**src/rtl/alu8_host_driver.sv**
```systemverilog
// ---------------------------------------------------------------------------
// alu8_host_driver
//   Host-side sequencer for an 8-bit ALU that has a single shared input bus.
//   It accepts one request (A, B, command, keep), loads the ALU over the
//   shared bus, waits for Done_i, and collects two result bytes: the low
//   byte, then the high byte or flags. The result is returned on a
//   valid/ready response channel. If Done_i never arrives, the response is
//   an error.
//
//   Handshake rules:
//     - Request: the transfer happens on a rising edge where both req_valid
//       and req_ready are 1.
//     - Response: the transfer happens on a rising edge where both rsp_valid
//       and rsp_ready are 1.
//     - rsp_valid only falls after the response transfer, and rsp_lo,
//       rsp_hi and rsp_err stay stable for as long as rsp_valid is 1.
//
//   The ALU registers each load strobe and captures the bus one cycle
//   later. That is why the bus carries A during STB, B during STC, and the
//   command from CMD onwards.
//
// Ports
//   clk, reset                    clock, synchronous active-high reset
//   req_valid/req_ready           request handshake
//   req_a/req_b/req_cmd/req_keep  operands, command {MUL,BCD,shr,CI,op[3:0]}, reuse flag
//   ABCmd_o                       shared data bus to the ALU
//   LoadA_o/LoadB_o/LoadCmd_o     ALU load strobes
//   ACC_i, Done_i                 ALU result bus and done flag
//   rsp_valid/rsp_ready           response handshake
//   rsp_lo/rsp_hi/rsp_err         result low byte, high byte/flags, timeout flag
//   state_o                       current FSM state (debug)
// ---------------------------------------------------------------------------
module alu8_host_driver #(
   parameter int TIMEOUT = 4
) (
   input  logic       clk,
   input  logic       reset,
   input  logic       req_valid,
   output logic       req_ready,
   input  logic [7:0] req_a,
   input  logic [7:0] req_b,
   input  logic [7:0] req_cmd,
   input  logic       req_keep,
   output logic [7:0] ABCmd_o,
   output logic       LoadA_o,
   output logic       LoadB_o,
   output logic       LoadCmd_o,
   input  logic [7:0] ACC_i,
   input  logic       Done_i,
   output logic       rsp_valid,
   input  logic       rsp_ready,
   output logic [7:0] rsp_lo,
   output logic [7:0] rsp_hi,
   output logic       rsp_err,
   output logic [2:0] state_o
);

   // The counter width is sized so that it can hold TIMEOUT itself, so it never wraps.
   localparam int CW = $clog2(TIMEOUT + 1);
   localparam logic [CW-1:0] TMO = CW'(TIMEOUT);

   localparam logic [2:0] S_IDLE = 3'd0;
   localparam logic [2:0] S_STA  = 3'd1;
   localparam logic [2:0] S_STB  = 3'd2;
   localparam logic [2:0] S_STC  = 3'd3;
   localparam logic [2:0] S_CMD  = 3'd4;
   localparam logic [2:0] S_WAIT = 3'd5;
   localparam logic [2:0] S_FLAG = 3'd6;
   localparam logic [2:0] S_RESP = 3'd7;

   logic [2:0]    state_q, state_d;
   logic [7:0]    a_q, a_d;
   logic [7:0]    b_q, b_d;
   logic [7:0]    cmd_q, cmd_d;
   logic          keep_q, keep_d;
   logic [CW-1:0] cnt_q, cnt_d;
   logic [CW-1:0] cnt_inc;
   logic [7:0]    lo_q, lo_d;
   logic [7:0]    hi_q, hi_d;
   logic          err_q, err_d;

   assign cnt_inc = cnt_q + CW'(1);

   always_comb begin
      state_d = state_q;
      a_d     = a_q;
      b_d     = b_q;
      cmd_d   = cmd_q;
      keep_d  = keep_q;
      cnt_d   = cnt_q;
      lo_d    = lo_q;
      hi_d    = hi_q;
      err_d   = err_q;
      case (state_q)
         S_IDLE: begin
            if (req_valid) begin
               a_d     = req_a;
               b_d     = req_b;
               cmd_d   = req_cmd;
               keep_d  = req_keep;
               // With keep set, the ALU already holds the operands, so only the command is loaded.
               state_d = req_keep ? S_STC : S_STA;
            end
         end
         S_STA: state_d = S_STB;
         S_STB: state_d = S_STC;
         S_STC: state_d = S_CMD;
         S_CMD: begin
            cnt_d   = '0;
            state_d = S_WAIT;
         end
         S_WAIT: begin
            if (Done_i) begin
               lo_d    = ACC_i;
               state_d = S_FLAG;
            end else if (cnt_inc == TMO) begin
               cnt_d   = cnt_inc;
               lo_d    = 8'h00;
               hi_d    = 8'h00;
               err_d   = 1'b1;
               state_d = S_RESP;
            end else begin
               cnt_d = cnt_inc;
            end
         end
         S_FLAG: begin
            // The command is still on the bus, so ACC_i now carries the high byte or flags.
            hi_d    = ACC_i;
            err_d   = 1'b0;
            state_d = S_RESP;
         end
         S_RESP: begin
            if (rsp_ready) state_d = S_IDLE;
         end
         default: state_d = S_IDLE;
      endcase
   end

   always_ff @(posedge clk) begin
      if (reset) begin
         state_q <= S_IDLE;
         a_q     <= 8'h00;
         b_q     <= 8'h00;
         cmd_q   <= 8'h00;
         keep_q  <= 1'b0;
         cnt_q   <= '0;
         lo_q    <= 8'h00;
         hi_q    <= 8'h00;
         err_q   <= 1'b0;
      end else begin
         state_q <= state_d;
         a_q     <= a_d;
         b_q     <= b_d;
         cmd_q   <= cmd_d;
         keep_q  <= keep_d;
         cnt_q   <= cnt_d;
         lo_q    <= lo_d;
         hi_q    <= hi_d;
         err_q   <= err_d;
      end
   end

   // Moore outputs: these decode only from the current state and the latched request.
   always_comb begin
      ABCmd_o   = 8'h00;
      LoadA_o   = 1'b0;
      LoadB_o   = 1'b0;
      LoadCmd_o = 1'b0;
      case (state_q)
         S_STA: begin
            LoadA_o = 1'b1;
            ABCmd_o = a_q;
         end
         S_STB: begin
            LoadB_o = 1'b1;
            ABCmd_o = a_q;
         end
         S_STC: begin
            LoadCmd_o = 1'b1;
            ABCmd_o   = keep_q ? 8'h00 : b_q;
         end
         S_CMD, S_WAIT, S_FLAG: ABCmd_o = cmd_q;
         default: ABCmd_o = 8'h00;
      endcase
   end

   assign req_ready = (state_q == S_IDLE);
   assign rsp_valid = (state_q == S_RESP);
   assign rsp_lo    = lo_q;
   assign rsp_hi    = hi_q;
   assign rsp_err   = err_q;
   assign state_o   = state_q;

endmodule

```
**config.mk**
```make
export PLATFORM = sky130hd
export DESIGN_NAME = alu8_host_driver
export DESIGN_NICKNAME = d
export VERILOG_FILES = /design/src/rtl/alu8_host_driver.sv
export SDC_FILE = /design/constraint.sdc
export NUM_CORES = 1
export LEC_CHECK = 0
export CAP_MARGIN = 25
export CORE_UTILIZATION = 30
export DETAILED_ROUTE_END_ITERATION = 6
export SLEW_MARGIN = 20
export SYNTH_ARGS = -nofsm -noshare
export SYNTH_HDL_FRONTEND = slang
export SYNTH_SLANG_ARGS = --single-unit
```
**constraint.sdc**
```tcl
create_clock -name clk -period 1.83 [get_ports clk]
set_clock_uncertainty 0.05 [all_clocks]
set_input_delay 0.366 -clock clk [delete_from_list [all_inputs] [get_ports clk]]
set_output_delay 0.366 -clock clk [all_outputs]
set_load 0.05 [all_outputs]
```
==> flow_summary.ini, run 1 <==
[yosys]
seq_area_frac_synth = 0.405
syn_inst = 287
ys_warn_count = 0
syn_avg_cell_area_sq_um = 8.26
ys_ff_latch = 48
synth_nets = 327
synth_area_leaders = dfxtp_1 41%, nand2_1 9.7%, a21oi_1 7.4%, a221o_1 3.4%, a41o_1 3.4%
syn_area_sq_mm = 0.00237
synth_top_area_frac = 0.405
yosysTopAreaCell = dfxtp_1
ys_types = 37

[layout]
fin_util = 0.465
drive_gt1_frac = 0.260
fin_nets = 397
area_growth_syn_to_layout_pct = 51.0
n_antenna_cell = 0
final_area_sq_mm = 0.00358
final_cell_count_no_fill = 460

[critical_path]
reg2reg_slack_ps = 140
cp.required_ps = 1410
critPathArrivalTime_ps = 1550
critPathMaxFanout = 7
worst_setup_path_start_kind = register
crit_type = register to output port
cp-end-kind = output port

[placed_design]
place_congestion = 0.781
post-place-ws_ps = -136
place_area_sq_mm = 0.00334
port_buffers = 70
placedCellCount = 450
place_hpwl_mm = 4.64

[power]
power_switching_uw = 908
switching_share = 0.307
power_frac_clock = 0.314
p_int_mw = 2.05
share_comb_of_total_power = 0.291
leakage_nw = 1.36
seqPwrFrac = 0.396
p_per_area_mw_per_mm2 = 827
vdd_ir_drop_max_uv = 459
p_total_mw = 2.96

[sta]
fin_crit_sh = 1.07
slew_headroom = 0.691
whs_ps = 410
fmax_ghz = 0.509
hold_viol_final = 0
rsz0062_at_grt = yes
tns_ps = -1090
final_max_slew_viol_count = 0
setup_slack_ps = -137
tightest_slew_ps = 463
setup_viol_count_final = 9
min_period_ps = 1970

[grt]
grt_max_degree = 30
grt-ovfl-total = 0
grt_pass1_vias = 2294
grt.total_usage = 0.165
antenna_found_initial = 0
grt_pass1_wl_mm = 11.2

[outcome]
violations = setup timing
status = finished, violations left

[floorplanning]
io_pins = 71
fp-row-count = 32
core_area_sq_mm = 0.00769
initial_utilization = 0.308
fp.dieArea_sq_mm = 0.00826
die_height_microns = 90.9
fp.dieW_microns = 90.9

[route]
drt-initial-drc-count = 119
dr.pass1.iters = 4
routed_wl_mm = 6.76
num_vias = 2357
final_antenna_net_count = 0
drcViolationCount = 0
wire_per_inst_microns = 14.7
vias_per_cell = 5.12

[clock_tree]
htreeDepth = 2
clk_latency_ps = 300
hold_buffers = 0
clock-sinks = 48
cts.clk_slew.worst_paths_ps = 90
max-clock-path-buffers = 2
cts_root_buf = clkbuf_8
tritoncts = done
cts_made_buffers = 5

[job]
drv_cap = 0

[hold_path]
hold_path.class = register to register
-- layout make-up --
cell class	instances	area, sq um
Clock buffer	5	68.8
Clock inverter	3	68.8
Fill cell	766	4110
Inverter	4	15.0
Multi-Input combinational cell	210	1350
Sequential cell	48	972
Tap cell	102	128
Timing Repair Buffer	88	981
-- logic make-up (layout without fill, tap and decap cells) --
logic type               Yosys count  in the layout  synth area share
AND/OR/NAND/NOR                  129            129             0.294
AO/OA/AOI/OAI                     77             77             0.209
flip-flops                        48             48             0.405
buffers and inverters             29            100            0.0723
adder cells (fa/ha/maj)            2              2            0.0106
XOR/XNOR                           1              1           0.00370
multiplexers                       1              1           0.00475
-- registers in the layout (all words and copies together), names as in the netlist --
name,count
a_q,8
b_q,8
cmd_q,8
cnt_q,3
keep_q,1
rsp_err,1
rsp_hi,8
rsp_lo,8
state_o,3
-- power groups by stage --
stage | logic [mW] | clock network (mW) | registers [mW]
global route | 0.913 | 0.987 | 1.18
global placement | 0.818 | 0 | 1.19
floorplan | 0.426 | 0 | 1.26
detailed placement | 0.825 | 0 | 1.19
CTS | 0.858 | 0.950 | 1.17
finish | 0.860 | 0.928 | 1.17
-- cell usage after synthesis --
cell type,count
nor4b_4,1
nor2b_1,8
a221oi_1,1
clkbuf_1,12
nand2_1,61
dfxtp_1,48
a41o_1,8
nor3_2,1
buf_4,1
mux2_2,1
nor3_1,2
a31oi_1,11
a21oi_2,1
and4bb_2,1
nand3_1,12
nand2_2,1
ha_1,2
nand2b_1,12
a21oi_1,35
clkbuf_2,2
nor3b_1,2
or4b_4,1
nand4b_1,9
buf_2,3
buf_6,7
xnor2_1,1
nand3b_1,4
a311oi_1,1
inv_1,4
a221o_1,8
o21ai_0,10
nor2_1,4
o21bai_1,1
and3_1,8
nor4b_1,1
and3b_1,1
a211oi_1,1
-- cell usage in the layout (no fill, tap or decap), types with 5 or more instances in the layout --
master           instances
and3_4                   7
clkbuf_8                 5
nand3_1                 12
buf_4                   31
dfxtp_1                 45
nor2b_1                  8
nand4b_1                 9
clkdlybuf4s50_1         36
a221o_2                  8
o21ai_0                 10
buf_12                  18
a21oi_1                 34
nand2b_1                11
a31oi_1                 11
nand2_1                 60
a41o_1                   8
-- path summary, 6_finish.rpt --
path / startpoint / to / depth (start not counted)
worst max-delay path: state_o[0] / ABCmd_o[0] / 5
worst min-delay path: a_q[7] / a_q[7] / 2
worst max register to register: state_o[1] / cmd_q[0] / 5
worst min register to register: a_q[7] / a_q[7] / 2
-- metal layers --
layer	global-route usage	routed length, microns	vias to the layer above
li1	-	-	1159
met1	0.218	3180	1144
met2	0.271	3280	48
met3	0.0278	218	6
met4	0.0529	87	0
met5	0	0	-
-- repair_timing --
item                                    CTS  global route
buffers inserted                          2             0
pin swaps                                 1             1
endpoints found under the setup margin    9            12
resized for setup                        14             3
-- critical path, cell delays in order, from the launching register on --
cell and delay [ps]:
dfxtp_4 390, nand2_4 80, buf_12 140, and3_4 170, a221o_2 320, buf_12 150
(Power assumes the default switching activity.)
==> run 2, diff against run 1 <==
- ABC_CLOCK_PERIOD_IN_PS: not set -> 1830
- MAX_ROUTING_LAYER: not set -> met4
==> flow_summary.ini, run 2 (synthesis gave the netlist of run 1 again) <==
[critical_path]
crit_start = state_o[1]
crit_family = flip-flops
crit_chain = nand2_4, buf_12, and3_4, a221o_2, buf_12
worst-r2r-cell-count = 5
r2r_start = state_o[1]
worst_setup_path_start_kind = register
crit_type = register to output port
critPathMaxStageDelay_ps = 390
r2r-end = cmd_q[0]
critPathMaxFanout = 7
reg2reg_slack_ps = 140
critPathArrivalTime_ps = 1550
cpMostUsedCell = buf_12
cp-end-kind = output port
path_depth = 5
cp.required_ps = 1410
path_buf_inv = 2
crit_path_end = ABCmd_o[2]
slowest_stage = dfxtp_4

[layout]
fin_util = 0.465
n_antenna_cell = 0
drive_gt1_frac = 0.260
fin_nets = 397
final_cell_count_no_fill = 460
final_cell_mix = 60 x nand2_1, 45 x dfxtp_1, 36 x clkdlybuf4s50_1
layout_commonest_cell = nand2_1
area_growth_syn_to_layout_pct = 51.0

[outcome]
violations = setup timing
status = finished, violations left

[placed_design]
place_hpwl_mm = 4.64
post-place-ws_ps = -136
placedCellCount = 450
port_buffers = 70
place_congestion = 0.792

[power]
p_per_area_mw_per_mm2 = 827
vdd_ir_drop_max_uv = 458
leakage_nw = 1.36

[sta]
fin_crit_sh = 1.08
rsz0062_at_grt = yes
slew_headroom = 0.696
setup_slack_ps = -137
tightest_slew_ps = 457
fmax_ghz = 0.508
min_period_ps = 1970
tns_ps = -1100
final_max_slew_viol_count = 0
whs_ps = 409
hold_viol_final = 0
setup_viol_count_final = 9

[grt]
grt-ovfl-total = 0
antenna_found_initial = 0
grt_pass1_wl_mm = 11.2
grt_pass1_vias = 2287
grt.total_usage = 0.169
grt_max_degree = 30

[job]
drv_cap = 0

[clock_tree]
htreeDepth = 2
tritoncts = done
cts_root_buf = clkbuf_8
max-clock-path-buffers = 2
clock-sinks = 48
clk_latency_ps = 300
cts.clk_slew.worst_paths_ps = 90
cts_made_buffers = 5
hold_buffers = 0

[floorplanning]
fp-row-count = 32
initial_utilization = 0.308
fp.dieArea_sq_mm = 0.00826
core_area_sq_mm = 0.00769
fp.dieW_microns = 90.9
io_pins = 71
die_height_microns = 90.9

[route]
wire_per_inst_microns = 14.7
drt-initial-drc-count = 109
dr.pass1.iters = 4
vias_per_cell = 5.13
drcViolationCount = 0
num_vias = 2362
final_antenna_net_count = 0
routed_wl_mm = 6.76

[hold_path]
hold_path.class = register to register
run 2: cell counts in the layout (fill, tap and decap cells not counted):
Identical to the previous run, type by type.
run 2: worst min-delay path by stage:
stage | to | slack, ps | depth (start not counted) | startpoint
floorplan | cmd_q[7] | 380 | 2 | cmd_q[7]
global placement | cmd_q[1] | 390 | 2 | cmd_q[1]
detailed placement | cmd_q[2] | 390 | 2 | cmd_q[2]
CTS | cmd_q[2] | 410 | 2 | cmd_q[2]
global route | cmd_q[2] | 430 | 2 | cmd_q[2]
finish | a_q[7] | 410 | 2 | a_q[7]
run 2: area by class of cell:
class / instances / area, sq um
clock buffer: 5 / 68.8
clock inverter: 3 / 68.8
fill: 766 / 4110
inverter: 4 / 15.0
multi-input combinational: 210 / 1350
sequential: 48 / 972
tap: 102 / 128
timing repair buffer: 88 / 981
run 2: layer usage:
layer	part of all wire	GRT usage	wire, microns
met1	0.48	0.220	3240
met2	0.47	0.271	3190
met5	0	-	0
met4	0.018	0.0529	119
met3	0.032	0.0261	218
run 2: timing repair:
item,in CTS,in global routing
buffers inserted,2,0
setup endpoints to repair,9,12
resized for setup,14,3
pin swaps,1,1
run 2: power by group:
part | internal [mW] | switching (mW)
registers | 1.12 | 0.0543
logic | 0.383 | 0.477
clock network | 0.550 | 0.379
run 2: worst min-delay path: cells and delay by family (launching register included):
kind / cells / cell delay, ps
compound gates: 1 / 50
simple gates: 1 / 50
flops: 1 / 320
run 2: metrics by stage:
stage                     total power [mW]  instance area, sq um
after CTS                             2.98                  3570
final                                 2.96                  3580
after floorplan                       1.69                  2420
after detailed placement              2.01                  3340
after global routing                  3.08                  3580
after global placement                2.00                  3340
